`config.mk`:
```
export PLATFORM = sky130hd
export DESIGN_NAME = restoring_divider
export DESIGN_NICKNAME = d
export VERILOG_FILES = /design/src/rtl/divider_pkg.sv /design/src/rtl/addsub_unit.sv /design/src/rtl/restoring_divider.sv
export SDC_FILE = /design/constraint.sdc
export NUM_CORES = 1
export LEC_CHECK = 0
export ABC_AREA = 0
export BUFFER_PORTS_ARGS = -buffer_cell sky130_fd_sc_hd__buf_2
export CAP_MARGIN = 20
export CORE_ASPECT_RATIO = 1.1
export CORE_MARGIN = 3
export CORE_UTILIZATION = 50
export DETAILED_ROUTE_END_ITERATION = 8
export GPL_TIMING_DRIVEN = 0
export PLACE_DENSITY = 0.71
export SYNTH_ARGS = -nofsm -noshare
export SYNTH_HDL_FRONTEND = slang
export SYNTH_HIERARCHICAL = 1
export SYNTH_SLANG_ARGS = --single-unit
```
`constraint.sdc`:
```
create_clock -name clk -period 2.5 [get_ports clk]
set_input_delay 0.5 -clock clk [delete_from_list [all_inputs] [get_ports clk]]
set_output_delay 0.5 -clock clk [all_outputs]
set_load 0.03 [all_outputs]
```
`src/rtl/divider_pkg.sv`:
```
// Shared types and constants for the restoring divider.
// Latency: n/a (package only).
// Backpressure: n/a (package only).
package divider_pkg;

  localparam int DEFAULT_WIDTH = 4;

  // Iteration counter must be able to count up to WIDTH.
  function automatic int cnt_width(input int w);
    return $clog2(w + 1);
  endfunction

  localparam int CNT_W = cnt_width(DEFAULT_WIDTH);

  typedef enum logic [1:0] {
    IDLE   = 2'd0,
    CALC   = 2'd1,
    FINISH = 2'd2
  } state_t;

endpackage

```
`src/rtl/addsub_unit.sv`:
```
// Ripple adder/subtractor used for the divider's trial subtraction (sub=1 computes a-b).
// Latency: purely combinational, zero cycles.
// Backpressure: none; output follows inputs continuously.
module addsub_unit #(
  parameter int W = 5
) (
  input  logic [W-1:0] a,
  input  logic [W-1:0] b,
  input  logic         sub,
  output logic [W-1:0] sum,
  output logic         cout
);

  logic [W:0] full;

  // Two's-complement subtract via inverted b plus carry-in; cout=1 means a>=b when subtracting.
  always_comb begin
    full = {1'b0, a} + {1'b0, (b ^ {W{sub}})} + {{W{1'b0}}, sub};
  end

  assign sum  = full[W-1:0];
  assign cout = full[W];

endmodule

```
`src/rtl/restoring_divider.sv`:
```
// Sequential restoring divider, one quotient bit per cycle; optional signed mode via DIVIDER_SIGNED_EN.
// Latency: start accepted at edge N -> done in cycle after edge N+WIDTH+1 (N+1 for divide by zero).
// Backpressure: accepts start only when idle (busy low); start while busy is dropped, never queued.
module restoring_divider
  import divider_pkg::*;
#(
  parameter int WIDTH = DEFAULT_WIDTH
) (
  input  logic             clk,
  input  logic             rst_n,
  input  logic             start,
  input  logic [WIDTH-1:0] dividend,
  input  logic [WIDTH-1:0] divisor,
  output logic             busy,
  output logic             done,
  output logic [WIDTH-1:0] quotient,
  output logic [WIDTH-1:0] remainder,
  output logic             div_by_zero
);

  localparam int CW = cnt_width(WIDTH);

  state_t           state, state_nxt;
  logic [WIDTH-1:0] rem_q;    // partial remainder
  logic [WIDTH-1:0] dq_q;     // dividend bits shifting out, quotient bits shifting in
  logic [WIDTH-1:0] dvs_q;    // captured divisor (magnitude)
  logic [CW-1:0]    cnt_q;

  logic [WIDTH:0]   shifted;
  logic [WIDTH:0]   trial;
  logic             trial_ok;
  logic             unused_trial_msb;
  logic [WIDTH-1:0] rem_nxt;
  logic [WIDTH-1:0] dq_nxt;
  logic             last_iter;
  logic             dvs_zero;
  logic [WIDTH-1:0] dvd_mag, dvs_mag, q_fin, r_fin;

  assign dvs_zero  = (divisor == '0);
  assign last_iter = (cnt_q == CW'(WIDTH - 1));

  // One restoring step: shift {rem, dq} left, trial-subtract the divisor.
  assign shifted = {rem_q, dq_q[WIDTH-1]};

  addsub_unit #(
    .W (WIDTH + 1)
  ) u_addsub (
    .a    (shifted),
    .b    ({1'b0, dvs_q}),
    .sub  (1'b1),
    .sum  (trial),
    .cout (trial_ok)
  );

  // A non-negative difference always fits in WIDTH bits since it is below the divisor.
  assign unused_trial_msb = trial[WIDTH];
  assign rem_nxt = trial_ok ? trial[WIDTH-1:0] : shifted[WIDTH-1:0];
  assign dq_nxt  = {dq_q[WIDTH-2:0], trial_ok};

`ifdef DIVIDER_SIGNED_EN
  logic q_neg_q, r_neg_q;

  // Core runs on magnitudes; most-negative maps to its own bit pattern, read as unsigned.
  assign dvd_mag = dividend[WIDTH-1] ? -dividend : dividend;
  assign dvs_mag = divisor[WIDTH-1]  ? -divisor  : divisor;
  assign q_fin   = q_neg_q ? -dq_nxt  : dq_nxt;
  assign r_fin   = r_neg_q ? -rem_nxt : rem_nxt;

  // Result signs captured at acceptance and applied when results are loaded.
  always_ff @(posedge clk or negedge rst_n) begin
    if (!rst_n) begin
      q_neg_q <= 1'b0;
      r_neg_q <= 1'b0;
    end else if (state == IDLE && start && !dvs_zero) begin
      q_neg_q <= dividend[WIDTH-1] ^ divisor[WIDTH-1];
      r_neg_q <= dividend[WIDTH-1];
    end
  end
`else
  assign dvd_mag = dividend;
  assign dvs_mag = divisor;
  assign q_fin   = dq_nxt;
  assign r_fin   = rem_nxt;
`endif

  // State register.
  always_ff @(posedge clk or negedge rst_n) begin
    if (!rst_n) begin
      state <= IDLE;
    end else begin
      state <= state_nxt;
    end
  end

  // Next-state decode and busy flag.
  always_comb begin
    state_nxt = state;
    busy      = 1'b0;
    case (state)
      IDLE: begin
        if (start) begin
          state_nxt = dvs_zero ? FINISH : CALC;
        end
      end
      CALC: begin
        busy = 1'b1;
        if (last_iter) begin
          state_nxt = FINISH;
        end
      end
      FINISH: begin
        busy      = 1'b1;
        state_nxt = IDLE;
      end
      default: state_nxt = IDLE;
    endcase
  end

  // Datapath: operand capture, iteration, and result load on FINISH entry; done trails FINISH.
  always_ff @(posedge clk or negedge rst_n) begin
    if (!rst_n) begin
      rem_q       <= '0;
      dq_q        <= '0;
      dvs_q       <= '0;
      cnt_q       <= '0;
      done        <= 1'b0;
      quotient    <= '0;
      remainder   <= '0;
      div_by_zero <= 1'b0;
    end else begin
      done <= (state == FINISH);
      case (state)
        IDLE: begin
          if (start) begin
            if (dvs_zero) begin
              quotient    <= '1;
              remainder   <= dividend;
              div_by_zero <= 1'b1;
            end else begin
              rem_q <= '0;
              dq_q  <= dvd_mag;
              dvs_q <= dvs_mag;
              cnt_q <= '0;
            end
          end
        end
        CALC: begin
          rem_q <= rem_nxt;
          dq_q  <= dq_nxt;
          cnt_q <= cnt_q + CW'(1);
          if (last_iter) begin
            quotient    <= q_fin;
            remainder   <= r_fin;
            div_by_zero <= 1'b0;
          end
        end
        default: ;
      endcase
    end
  end

endmodule

```
==> Word level (Yosys, flattened, before mapping) <==
Index checks and enable logic that the tools add are counted.
{ "word_totals": {"ff_bits": 27, "inputBits": 11, "output_inout_bits": 11} }
{ "op_classes": {"addsub": 3, "n_eq_ne": 7, "n_mux": 27, "bitwise": 2, "n_reduce_logical": 8} }
{ "ops": {"columns": ["cell", "n"], "rows": [
  ["$mux W4", 11],
  ["$pmux W4 S2", 4],
  ["$ne A2 B2 Y1 const B", 4],
  ["$add A5 B5 Y6", 1],
  ["$add A6 B1 Y6 const B", 1],
  ["$mux W2", 3],
  ["$mux W3", 2],
  ["$pmux W3 S2", 1],
  ["$reduce_and A3 Y1", 2],
  ["$not A4 Y5", 1],
  ["$logic_not A4 Y1", 1],
  ["$mux W1", 4],
  ["$pmux W2 S2", 1],
  ["$reduce_and A4 Y1", 1],
  ["$add A3 B1 Y3 const B", 1],
  ["$eq A3 B2 Y1 const B", 1],
  ["$eq A2 B1 Y1 const B", 1],
  ["$eq A2 B2 Y1 const B", 1],
  ["$logic_not A2 Y1", 1],
  ["$pmux W1 S2", 1],
  ["$reduce_and A2 Y1", 1],
  ["$reduce_bool A2 Y1", 1],
  ["$reduce_or A2 Y1", 1],
  ["$not A1 Y1", 1]
]} }

==> Depth between registers and ports, before layout <==
{ "logic_depth": {"depth_word": 6, "mapped_depth": 10, "ltp_nobuf": 8} }

==> Cells and area by module <==
Netlist, hierarchy kept.
{ "modules_own_cells": {"columns": ["module", "instances", "cells_each", "area_each_um2", "seq_area_each_um2"], "rows": [
  ["restoring_divider", 1, 111, 1365.1, 675.6],
  ["addsub_unit", 1, 29, 240.2, 0.0]
]} }

==> Worst setup path after synthesis <==
OpenSTA, ideal clock, no wires.
{ "synth_path": {"path_type": "register to register", "startpoint": "register dvs_q[3]", "endpoint": "register remainder[0]", "arrival_time_ns": 1.908, "required_ns": 2.375, "slack_ns": 0.467, "path_stages_with_launch": 10, "n_path_buf": 1, "cell_sequence": "dfrtp_1 > xor2_1 > ha_1 > or2_2 > a21oi_1 > a31oi_1 > clkbuf_1 > mux2i_1 > a21oi_1 > mux2_2"} }
{ "synth_between": {"elab_chain_len": 6} }
{ "synth_lines": {"columns": ["item", "line", "source"], "rows": [
  ["start, declared", "restoring_divider.sv:26", "logic [WIDTH-1:0] dvs_q;"],
  ["start signal, assigned", "restoring_divider.sv:142", "dvs_q <= dvs_mag;"],
  ["$not A4 Y5 (no source line)", null, null],
  ["$add A5 B5 Y6", "addsub_unit.sv:18", "full = {1'b0, a} + {1'b0, (b ^ {W{sub}})} + {{W{1'b0}}, sub};"],
  ["$add A6 B1 Y6", "addsub_unit.sv:18", null],
  ["named net trial_ok", "restoring_divider.sv:31", "logic trial_ok;"],
  ["$mux W4", "restoring_divider.sv:57", "assign rem_nxt = trial_ok ? trial[WIDTH-1:0] : shifted[WIDTH-1:0];"],
  ["$mux W4", "restoring_divider.sv:151", "if (last_iter) begin"],
  ["$pmux W4 S2", "restoring_divider.sv:132", "case (state)"],
  ["end signal, assigned", "restoring_divider.sv:137", "remainder <= dividend;"],
  ["end signal, assigned", "restoring_divider.sv:153", "remainder <= r_fin;"],
  ["end, declared", "restoring_divider.sv:17", "output logic [WIDTH-1:0] remainder,"]
]} }
The timed path passes the listed nets, and every way through them passes these cells. The select of a mux whose other input is x is not followed.
A chain may end at the register's enable or synchronous reset.

==> Worst setup path in the final report <==
{ "layout_path": {"startpoint": "register dvs_q[2]", "endpoint": "register remainder[3]"} }
The elaborated chain is that of the path after synthesis.

==> run summary <==
Net switching is 43.30% of the power. The worst path needs 2.278 ns of the cycle, external delays included. In this run the power spent charging and discharging nets is 985.9 uW.

On the final layout, the worst hold slack is 0.1587 ns. Height of the die: 65.01 um. For the met3 routing resource usage after global routing, the log shows 1.793%.

The x dimension of the die was 59.65 um. Global routing consumed, over all layers together, 17.16% of the routing resources. In the routed design, unresolved DRC markers number 0.

Setup repair after global routing left no endpoint under its margin. The routing usage on met1 was 23.25%; the via-per-instance ratio was 5.273. TritonCTS built the clock tree. On the final layout, the worst clock skew is 0.008872 ns.

The critical path is of the reg2reg type. The clock buffer count from CTS was 3; the arrival time at the worst endpoint was 2.49 ns. The routed layout has 1,023 vias.

Summed over all cells, the static leakage comes to 0.0008048 uW. Of all nets on the critical path, the largest fanout is 6. The final setup violation count is 0. The final layout contains routed wiring with a total length of 2893 um. For this run, the post-layout net count is 185. The maximum buffer depth of the clock tree came out at 2. The global routing stage identified its most utilized layer as met2. The run gives 653.6 uV as the peak supply drop. For the pin with the worst max-slew slack, the measured transition is 0.5954 ns.

The signal on the critical path passes through xor2_1, ha_1, nand2_1, or2_1, a31oi_1, clkbuf_2, mux2i_1, a21oi_1, mux2_2. Clock latency on the worst-skew pair, taken at its later pin, is 0.32 ns. The internal portion of the total power is 1291 uW. The repair_antennas step left the layout with diodes totalling 0. Classification of the worst-slack hold path: in2async.

The summed negative setup slack over all endpoints is 0 ns. Sort of element at the end of the critical path: a flop. Based on the critical path, the design can be clocked at up to 0.4389 GHz. Measured against its own limit, the worst slew margin works out to 60.31%. The post-route netlist has 34.16% of its cells at a drive strength greater than 1. The first TritonRoute pass finished after 2 iterations. In this run the standard cell core region covers 0.002903 mm2. After legalization and detailed placement, the total HPWL measured 2266 um. The count of max-cap constraint violations was 0; the clock transition at the register clock pins on the worst setup and hold paths after CTS was 0.15 ns.

When the netlist entered floorplanning its net count stood at 160. The mapped netlist covers 0.001583 mm2. The number of H-tree levels is 1, and the layout overhead on the synthesized area is 10.75%. The number of standard-cell rows in the floorplan is 20, and the fraction of met2 tracks used by global routing is 28.92%. The clock power share was 8.2%. Among all stages on the critical path, the largest delay is contributed by sky130_fd_sc_hd__dfrtp_1. The data required time at the worst endpoint is 2.72 ns. The area of the die was 0.003878 mm2.

Final number of hold-violating endpoints: 0. Entering global routing, the biggest net connects 28 pins. The number of warnings issued by yosys is 6, and the delay of the slowest cell on the worst path is 0.41 ns. For this block, the initial DRC count from the detailed router was 19. The overall overflow remaining after global route was 0.

The tools report the startpoint class of the critical path as a flop. The combinational share of power is 59.3%. Counting the fill cells in the layout gives 255. Post-CTS setup buffer count: 0.

The count of nets left with antenna violations once routing finished came out at 0. After synthesis, the mean cell area works out to 11.55 um2. The tools report the total clock sinks as 27.

The number of buffer cells added on primary ports was 21. The sequential cell fraction of total power is 32.5%. The count of boundary I/O pins came out at 22.

The final critical path takes up 91.13% of the cycle. Dividing total power by cell area gives a power density of 1299 mW/mm2. For this configuration, the core starts out at a cell density of 54.53%. The count of mapped cells out of synthesis is 137.

The tools report the initial antenna violation count as 0. The detail-routed net length per standard cell was 14.91 um; the via count of the first global-routing pass was 1,086. Max-slew violation total from the final report: 0. For the wire length of the first global-routing pass, the log shows 5119 um.

The tree is rooted in a sky130_fd_sc_hd__clkbuf_4. The run finished with clean final reports. The routability congestion estimate from global placement came out at 0.7623.

Cells fill 60.39% of the core in the end.
==> stage by stage <==
| stage | setup WS [ns] | instance area, um2 | total power [uW] | std cells |
|---|---|---|---|---|
| 6_report | 0.2217 | 1753 | 2277 | 194 |
| 5_1_grt | 0.01500 | 1753 | 2482 | 194 |
| 4_1_cts | 0.08441 | 1755 | 2305 | 195 |
| 3_5_place_dp | 0.1103 | 1729 | 2114 | 191 |
| 3_3_place_gp | 0.1986 | 1729 | 2041 | 191 |
| 2_1_floorplan | 0.4777 | 1583 | 1795 | 137 |
==> routing by layer <==
layer | vias up | share of wire [%]
met1 | 498 | 45
met2 | 7 | 52
met4 | 0 | 0.66
li1 | 516 | -
met5 | - | 0
met3 | 2 | 1.7
==> registers in the layout, indices dropped and copies added (netlist names) <==
| name | count |
|---|---|
| state | 2 |
| rem_q | 4 |
| div_by_zero | 1 |
| remainder | 4 |
| quotient | 4 |
| done | 1 |
| dq_q | 4 |
| cnt_q | 3 |
| dvs_q | 4 |
==> worst paths after layout <==
kind / from / endpoint / slack, ns / depth (start not counted)
worst max-delay path: dvs_q[2] / remainder[3] / 0.22 / 9
worst min-delay path: rst_n / quotient[2] / 0.16 / 1
max in group asynchronous: rst_n / dvs_q[3] / 1.94 / 1
min in group clk: divisor[3] / dvs_q[3] / 0.44 / 2
worst min register to register: remainder[1] / remainder[1] / 0.52 / 1
worst max register to register: dvs_q[2] / remainder[3] / 0.22 / 9
==> cell usage in the layout, fill, tap and decap left out, types with 2 or more instances in the layout <==
cell type	instances
sky130_fd_sc_hd__buf_2	22
sky130_fd_sc_hd__nand2_1	3
sky130_fd_sc_hd__nor2_1	6
sky130_fd_sc_hd__xor2_1	6
sky130_fd_sc_hd__inv_1	7
sky130_fd_sc_hd__nor2b_1	8
sky130_fd_sc_hd__mux2_2	26
sky130_fd_sc_hd__mux2i_1	9
sky130_fd_sc_hd__ha_1	11
sky130_fd_sc_hd__clkbuf_4	3
sky130_fd_sc_hd__clkbuf_1	3
sky130_fd_sc_hd__conb_1	2
sky130_fd_sc_hd__dfrtp_1	27
sky130_fd_sc_hd__nand2b_1	6
sky130_fd_sc_hd__a21oi_1	8
==> power by group through the flow <==
stage          Clock [uW]  Combinational [uW]  Sequential (uW)
2_1_floorplan           0                 926              868
3_3_place_gp            0                1300              741
3_5_place_dp            0                1360              753
4_1_cts               194                1370              742
5_1_grt               209                1500              769
6_report              188                1350              740
==> worst max-delay path, delay by kind of cell (launching register included) <==
| kind | cells | cell delay (ns) |
|---|---|---|
| DFF | 1 | 0.41 |
| and+or+nand+nor | 2 | 0.26 |
| muxes | 2 | 0.61 |
| adders and majority gates | 1 | 0.19 |
| buffers and inverters | 1 | 0.23 |
| AOI/OAI and AO/OA | 2 | 0.23 |
| xor gates and xnor gates | 1 | 0.25 |
==> what timing repair did <==
action,4_1_cts,5_1_grt
setup endpoints to repair,0,5
gates resized for setup,0,2
hold buffers,0,0
==> area by class of cell <==
cell class / instances / area, um2 / area share (%)
multi-input combinational: 97 / 849.6 / 48.47
sequential: 27 / 675.6 / 38.54
timing repair buffer: 21 / 105.1 / 5.996
tap: 33 / 41.29 / 2.355
buffer: 5 / 28.78 / 1.642
clock buffer: 4 / 26.28 / 1.499
inverter: 7 / 26.28 / 1.499
Power figures use the tool's default switching activity.
